$ cat src/rtl/flattening_stream.sv
// flattening_stream
//
// Collects one frame of NumOfChannels images (ImageSize pixels each), arriving
// NumOfInputs channels per beat, into one of two banks. A full bank is then
// emitted as a flat vector in OutWidth-element beats. Flat element order is
// channel-major (Interleave=0) or pixel-major (Interleave=1). The last beat is
// zero-padded when the frame size is not a multiple of OutWidth. While one
// bank drains, the other bank can fill.
//
// Handshake: a beat moves on a port in any cycle where valid and ready are
// both high at the rising clock edge. A beat that is offered is held stable
// until it is taken. in_ready and out_valid come only from registers, so
// out_ready has no combinational path to in_ready.
//
// Ports:
//   clk, res     clock; asynchronous active-high reset
//   in_valid     input beat valid
//   in_start     first beat of a frame (qualified by in_valid)
//   in_data      one pixel per lane, lane l at [l*BitSize +: BitSize]
//   in_ready     the bank being written has room
//   out_valid    output beat valid (read bank is full)
//   out_ready    downstream accepts the beat
//   out_start    first output beat of a frame
//   out_last     last output beat of a frame
//   out_data     element j at [j*BitSize +: BitSize]; 0 when not valid
//   frame_abort  one-cycle pulse after a partial fill is discarded
module flattening_stream #(
  parameter int BitSize       = 2,
  parameter int ImageSize     = 9,
  parameter int NumOfChannels = 4,
  parameter int NumOfInputs   = 2,
  parameter int OutWidth      = 4,
  parameter int Interleave    = 0
) (
  input  logic                          clk,
  input  logic                          res,
  input  logic                          in_valid,
  input  logic                          in_start,
  input  logic [NumOfInputs*BitSize-1:0] in_data,
  output logic                          in_ready,
  output logic                          out_valid,
  input  logic                          out_ready,
  output logic                          out_start,
  output logic                          out_last,
  output logic [OutWidth*BitSize-1:0]   out_data,
  output logic                          frame_abort
);

  localparam int G   = NumOfChannels / NumOfInputs;
  localparam int N   = NumOfChannels * ImageSize;
  localparam int IB  = G * ImageSize;
  localparam int OB  = (N + OutWidth - 1) / OutWidth;
  localparam int AW  = (N > 1) ? $clog2(N) : 1;
  localparam int ICW = $clog2(IB + 1);
  localparam int OCW = $clog2(OB + 1);
  localparam int GW  = $clog2(G + 1);
  localparam int PW  = $clog2(ImageSize + 1);

  localparam logic [ICW-1:0] IB_LAST  = ICW'(IB - 1);
  localparam logic [OCW-1:0] OB_LAST  = OCW'(OB - 1);
  localparam logic [PW-1:0]  PIX_LAST = PW'(ImageSize - 1);

  logic [BitSize-1:0] bank [2][N];

  logic           wr_bank, rd_bank;
  logic [1:0]     bank_full, bank_full_next;
  logic [ICW-1:0] in_cnt, eff_cnt;
  // grp/pix track in_cnt split into channel group and pixel, to avoid a divider
  logic [GW-1:0]  grp, eff_grp;
  logic [PW-1:0]  pix, eff_pix;
  logic [OCW-1:0] out_cnt;
  logic           in_fire, out_fire, fill_done, drain_done, abort_now;
  logic [AW-1:0]  wr_idx [NumOfInputs];

  assign in_ready  = !bank_full[wr_bank];
  assign out_valid = bank_full[rd_bank];
  assign out_start = out_valid && (out_cnt == '0);
  assign out_last  = out_valid && (out_cnt == OB_LAST);

  assign in_fire    = in_valid && in_ready;
  assign out_fire   = out_valid && out_ready;
  assign drain_done = out_fire && out_last;

  // in_start always restarts the frame at beat 0. When the fill was partial,
  // this discards it.
  assign eff_cnt   = in_start ? '0 : in_cnt;
  assign eff_grp   = in_start ? '0 : grp;
  assign eff_pix   = in_start ? '0 : pix;
  assign fill_done = in_fire && (eff_cnt == IB_LAST);
  assign abort_now = in_fire && in_start && (in_cnt != '0);

  // A fill and a drain can finish together. They always act on different
  // banks, so both updates apply.
  always_comb begin
    bank_full_next = bank_full;
    if (fill_done)  bank_full_next[wr_bank] = 1'b1;
    if (drain_done) bank_full_next[rd_bank] = 1'b0;
  end

  always_comb begin
    for (int l = 0; l < NumOfInputs; l++) begin
      if (Interleave != 0)
        wr_idx[l] = AW'(int'(eff_pix) * NumOfChannels + int'(eff_grp) * NumOfInputs + l);
      else
        wr_idx[l] = AW'((int'(eff_grp) * NumOfInputs + l) * ImageSize + int'(eff_pix));
    end
  end

  always_ff @(posedge clk or posedge res) begin
    if (res) begin
      wr_bank     <= 1'b0;
      rd_bank     <= 1'b0;
      bank_full   <= 2'b00;
      in_cnt      <= '0;
      grp         <= '0;
      pix         <= '0;
      out_cnt     <= '0;
      frame_abort <= 1'b0;
    end else begin
      frame_abort <= abort_now;
      bank_full   <= bank_full_next;
      if (in_fire) begin
        if (fill_done) begin
          in_cnt  <= '0;
          grp     <= '0;
          pix     <= '0;
          wr_bank <= ~wr_bank;
        end else begin
          in_cnt <= eff_cnt + 1'b1;
          if (eff_pix == PIX_LAST) begin
            pix <= '0;
            grp <= eff_grp + 1'b1;
          end else begin
            pix <= eff_pix + 1'b1;
            grp <= eff_grp;
          end
        end
      end
      if (out_fire) begin
        if (out_last) begin
          out_cnt <= '0;
          rd_bank <= ~rd_bank;
        end else begin
          out_cnt <= out_cnt + 1'b1;
        end
      end
    end
  end

  // Bank contents are not reset. Only data marked valid by bank_full is read.
  always_ff @(posedge clk) begin
    if (in_fire) begin
      for (int l = 0; l < NumOfInputs; l++)
        bank[wr_bank][wr_idx[l]] <= in_data[l*BitSize +: BitSize];
    end
  end

  // Elements past the end of the frame are padded with 0.
  always_comb begin
    out_data = '0;
    for (int j = 0; j < OutWidth; j++) begin
      if (out_valid && ((int'(out_cnt) * OutWidth + j) < N))
        out_data[j*BitSize +: BitSize] = bank[rd_bank][AW'(int'(out_cnt) * OutWidth + j)];
    end
  end

endmodule

$ cat config.mk
export PLATFORM = sky130hd
export DESIGN_NAME = flattening_stream
export DESIGN_NICKNAME = d
export VERILOG_FILES = /design/src/rtl/flattening_stream.sv
export SDC_FILE = /design/constraint.sdc
export NUM_CORES = 1
export LEC_CHECK = 0
export BUFFER_PORTS_ARGS = -buffer_cell sky130_fd_sc_hd__buf_2
export CAP_MARGIN = 20
export CORE_MARGIN = 5
export CORE_UTILIZATION = 35
export CTS_BUF_LIST = sky130_fd_sc_hd__clkbuf_8
export CTS_CLUSTER_DIAMETER = 60
export DETAILED_ROUTE_END_ITERATION = 12
export MAX_ROUTING_LAYER = met4
export PLACE_DENSITY_LB_ADDON = 0.05
export SETUP_SLACK_MARGIN = 0.1
export SLEW_MARGIN = 20
export SYNTH_ARGS = -nofsm -noshare
export SYNTH_HDL_FRONTEND = slang
export SYNTH_SLANG_ARGS = --single-unit
$ cat constraint.sdc
create_clock -name clk -period 7.45 [get_ports clk]
set_input_delay 0.3725 -clock clk [delete_from_list [all_inputs] [get_ports clk]]
set_output_delay 0.3725 -clock clk [all_outputs]
set_load 0.03 [all_outputs]
==> metrics.cfg <==
[outcome]
status = finished, final reports clean

[placed_design]
dp_cells = 1053
io_buffers = 21
gp_congestion = 0.836
dp_hpwl_um = 17700
dp_slack_ns = 2.88

[setup_path]
critical_path.max_fanout = 13
r2r-start = grp[0]
critPathKind = reg2reg
r2r_end = bank[1][62]
critPathMaxStageDelay_ns = 0.68
cp.arrival_ns = 4.42
cp-end-kind = flip-flop
critPathLaunchType = flip-flop
r2r_cells = 11
cp.required_ns = 7.67
ff2ff_setup_slack_ns = 3.25
crit_path_cell_trace = nor2b_1 > ha_1 > ha_1 > inv_1 > fa_1 > nor2b_2 > o21ai_0 > and3_1 > or4_4 > nor2b_1 > mux2_2
slowest_stage = or4_4

[sta]
period_needed_ns = 4.20
max_freq_mhz = 238
setup_viol = 0
hold_violations = 0
tightest_slew_ns = 1.08
fin_ws_ns = 3.25
whs_ns = 0.0838
slew_viol_final = 0
slew_headroom_pct = 28.0
period_share_pct = 56.3
rsz0062_at_grt = false
finClkSkew_ns = 0.0169
tns_ns = 0

[clock_network]
tritoncts = yes
cts.sinks = 164
clkLatencyLatePin_ns = 0.47
cts_hold_buf = 0
path_clk_slew_ns = 0.10
clockRootBuffer = clkbuf_8
htreeDepth = 4
cts-buffers-inserted = 17
postCtsSetupBuffers = 0
clockBufferDepth = 2
cts_resized = 0

[layout]
regArea_um2 = 4830
final_cell_count_no_fill = 1085
area_delta_synth_final_pct = 7.84
finalNetCount = 759
fill_cells = 2500
diodes = 0
multi_input_area_um2 = 3990
final_layout_size_suffix_gt1_share_pct = 23.3

[floorplanning]
design.die.area_um2 = 29300
die_h_um = 171
row_count = 59
start_util_pct = 35.2
io-pin-count = 22
core_um2 = 25800
fp.dieW_um = 171

[logic_synthesis]
async_flop_share_pct = 12.2
synth_compound_area_share_pct = 9.69
synth.cell_area_um2 = 9100
yosysSeqAreaShare_pct = 53.0
synthAdderAreaFrac_pct = 1.87
avgSynthCellArea_um2 = 12.2
yosysWarnings = 0
yosysMostFrequentCell = edfxtp_1
ys_types = 62
netlist_instances = 747
synth_fp_nets = 769
yosysTopAreaCell = edfxtp_1
yosys.area.top_type_share_pct = 47.5
synthMuxAreaShare_pct = 19.5
netlist_top_cells_area = edfxtp_1 (48%), mux2_2 (9.8%), dfrtp_1 (5.5%)
synth-edff-count = 144
ys.flop_type = edfxtp_1
yosys.area_share.simple_pct = 11.8
synth_xor_xnor_area_share_pct = 0.948
synth_top_family_by_area = multiplexers
synthTopCellsByCount = edfxtp_1 (144), mux2_2 (79), nor2_1 (68)
synth.ff_latch_count = 164

[power]
seqPwrFrac_pct = 57.8
p_per_area_nw_per_um2 = 180
switching_share_pct = 26.4
finalPower_mw = 1.77
power_leakage_nw = 3.47
clock_power_share_pct = 35.0
p_int_mw = 1.30
ir_worst_vdd_mv = 0.0837
pwr-share-comb_pct = 7.2
p_switching_mw = 0.466

[grt]
grt_pass1_vias = 6335
grt-ovfl-total = 0
grt_pass1_wl_um = 39800
grt_max_degree = 43
grt.total_usage_pct = 18.9
antenna_found_initial = 0

[drt]
antenna_left = 0
wirelength_um = 26500
drc = 0
viasPerCell = 5.69
drtIter0Drc = 562
dr_total_vias = 6174
firstDrtPassIters = 5
wl_per_cell_um = 24.4

[flow_run]
maxCapViolCount = 0

[min_path]
min_path_type = in2async

==> how the worst max path moves through the flow <==
stage / start / to / slack [ns] / depth (start not counted)
global route: grp[0] / bank[1][26] / 3.03 / 11
floorplan: in_start / bank[0][50] / 3.37 / 15
global placement: in_start / bank[0][36] / 2.95 / 12
finish: grp[0] / bank[1][62] / 3.25 / 11
CTS: grp[0] / bank[1][36] / 3.03 / 11
detailed placement: in_start / bank[1][45] / 2.88 / 12
==> cell usage in the layout (no fill, tap or decap), types with 3 or more instances in the layout <==
master / Yosys / final
a21oi_1: 33 / 33
o21ai_0: 35 / 35
nand2b_1: 11 / 11
and2_1: 15 / 15
mux4_2: 22 / 22
buf_2: 5 / 21
o21a_1: 14 / 14
edfxtp_1: 144 / 144
or3_1: 11 / 11
buf_4: 0 / 5
inv_8: 0 / 5
a22oi_1: 7 / 7
o22ai_1: 5 / 5
xnor2_1: 6 / 6
mux2i_1: 36 / 36
ha_1: 12 / 12
or4_1: 3 / 3
inv_1: 16 / 17
a22o_1: 3 / 3
o22a_1: 3 / 3
clkbuf_8: 0 / 17
a21o_1: 4 / 4
dfrtp_1: 20 / 19
nand4_1: 4 / 4
and3_1: 6 / 6
nor2b_1: 8 / 8
nand3_1: 11 / 11
o32a_1: 3 / 3
mux2_2: 79 / 79
o221ai_1: 5 / 5
nor2_1: 68 / 68
a32oi_1: 5 / 5
nor3_1: 21 / 21
inv_6: 0 / 3
nand2_1: 44 / 44
a31oi_1: 3 / 3
clkinvlp_4: 0 / 4
==> area by class of cell <==
class                           instances  share of cell area, %
Clock buffer                           17                   2.38
Inverter                               17                  0.650
Timing Repair Buffer                   26                   1.45
Clock inverter                         15                   1.40
Tap cell                              335                   4.27
Multi-Input combinational cell        511                   40.7
Sequential cell                       164                   49.2
==> cell families after synthesis <==
| logic type | after synthesis |
|---|---|
| simple gates | 216 |
| flops | 164 |
| mux | 139 |
| compound gates | 134 |
| buf+inv | 72 |
| fa+ha+maj | 13 |
| xor+xnor | 9 |
==> metal layers <==
metal | share of wire, % | track usage [%] | wire (µm)
met4 | 1.3 | 4.65 | 349
met1 | 44 | 24.0 | 11700
met3 | 4.0 | 2.94 | 1060
met5 | 0 | - | 0
met2 | 50 | 32.0 | 13300
==> through the flow <==
stage               instance area, µm²  util, %
floorplan                         9100        -
global placement                  9440     36.5
detailed placement                9440     36.5
CTS                               9810     38.0
global route                      9820     38.0
finish                            9820     38.0
==> sequential cells by signal (all words and copies together), names as in the netlist <==
register     flops
bank           144
bank_full        2
frame_abort      1
grp              2
in_cnt           5
out_cnt          4
pix              4
rd_bank          1
wr_bank          1
==> critical path: cells and delay by family, from the launching register on <==
kind / cells / cell delay, ns
simple gates: 5 / 1.76
flops: 1 / 0.53
buf+inv: 1 / 0.06
compound gates: 1 / 0.10
mux: 1 / 0.40
fa+ha+maj: 3 / 1.11
==> power groups by stage <==
stage | clock network, mW | registers, mW | logic [mW]
4_1_cts | 0.637 | 1.02 | 0.127
3_5_place_dp | 0 | 1.04 | 0.126
6_report | 0.618 | 1.02 | 0.127
3_3_place_gp | 0 | 1.04 | 0.125
2_1_floorplan | 0 | 1.04 | 0.0872
5_1_grt | 0.679 | 1.02 | 0.138
(Power assumes the default switching activity.)
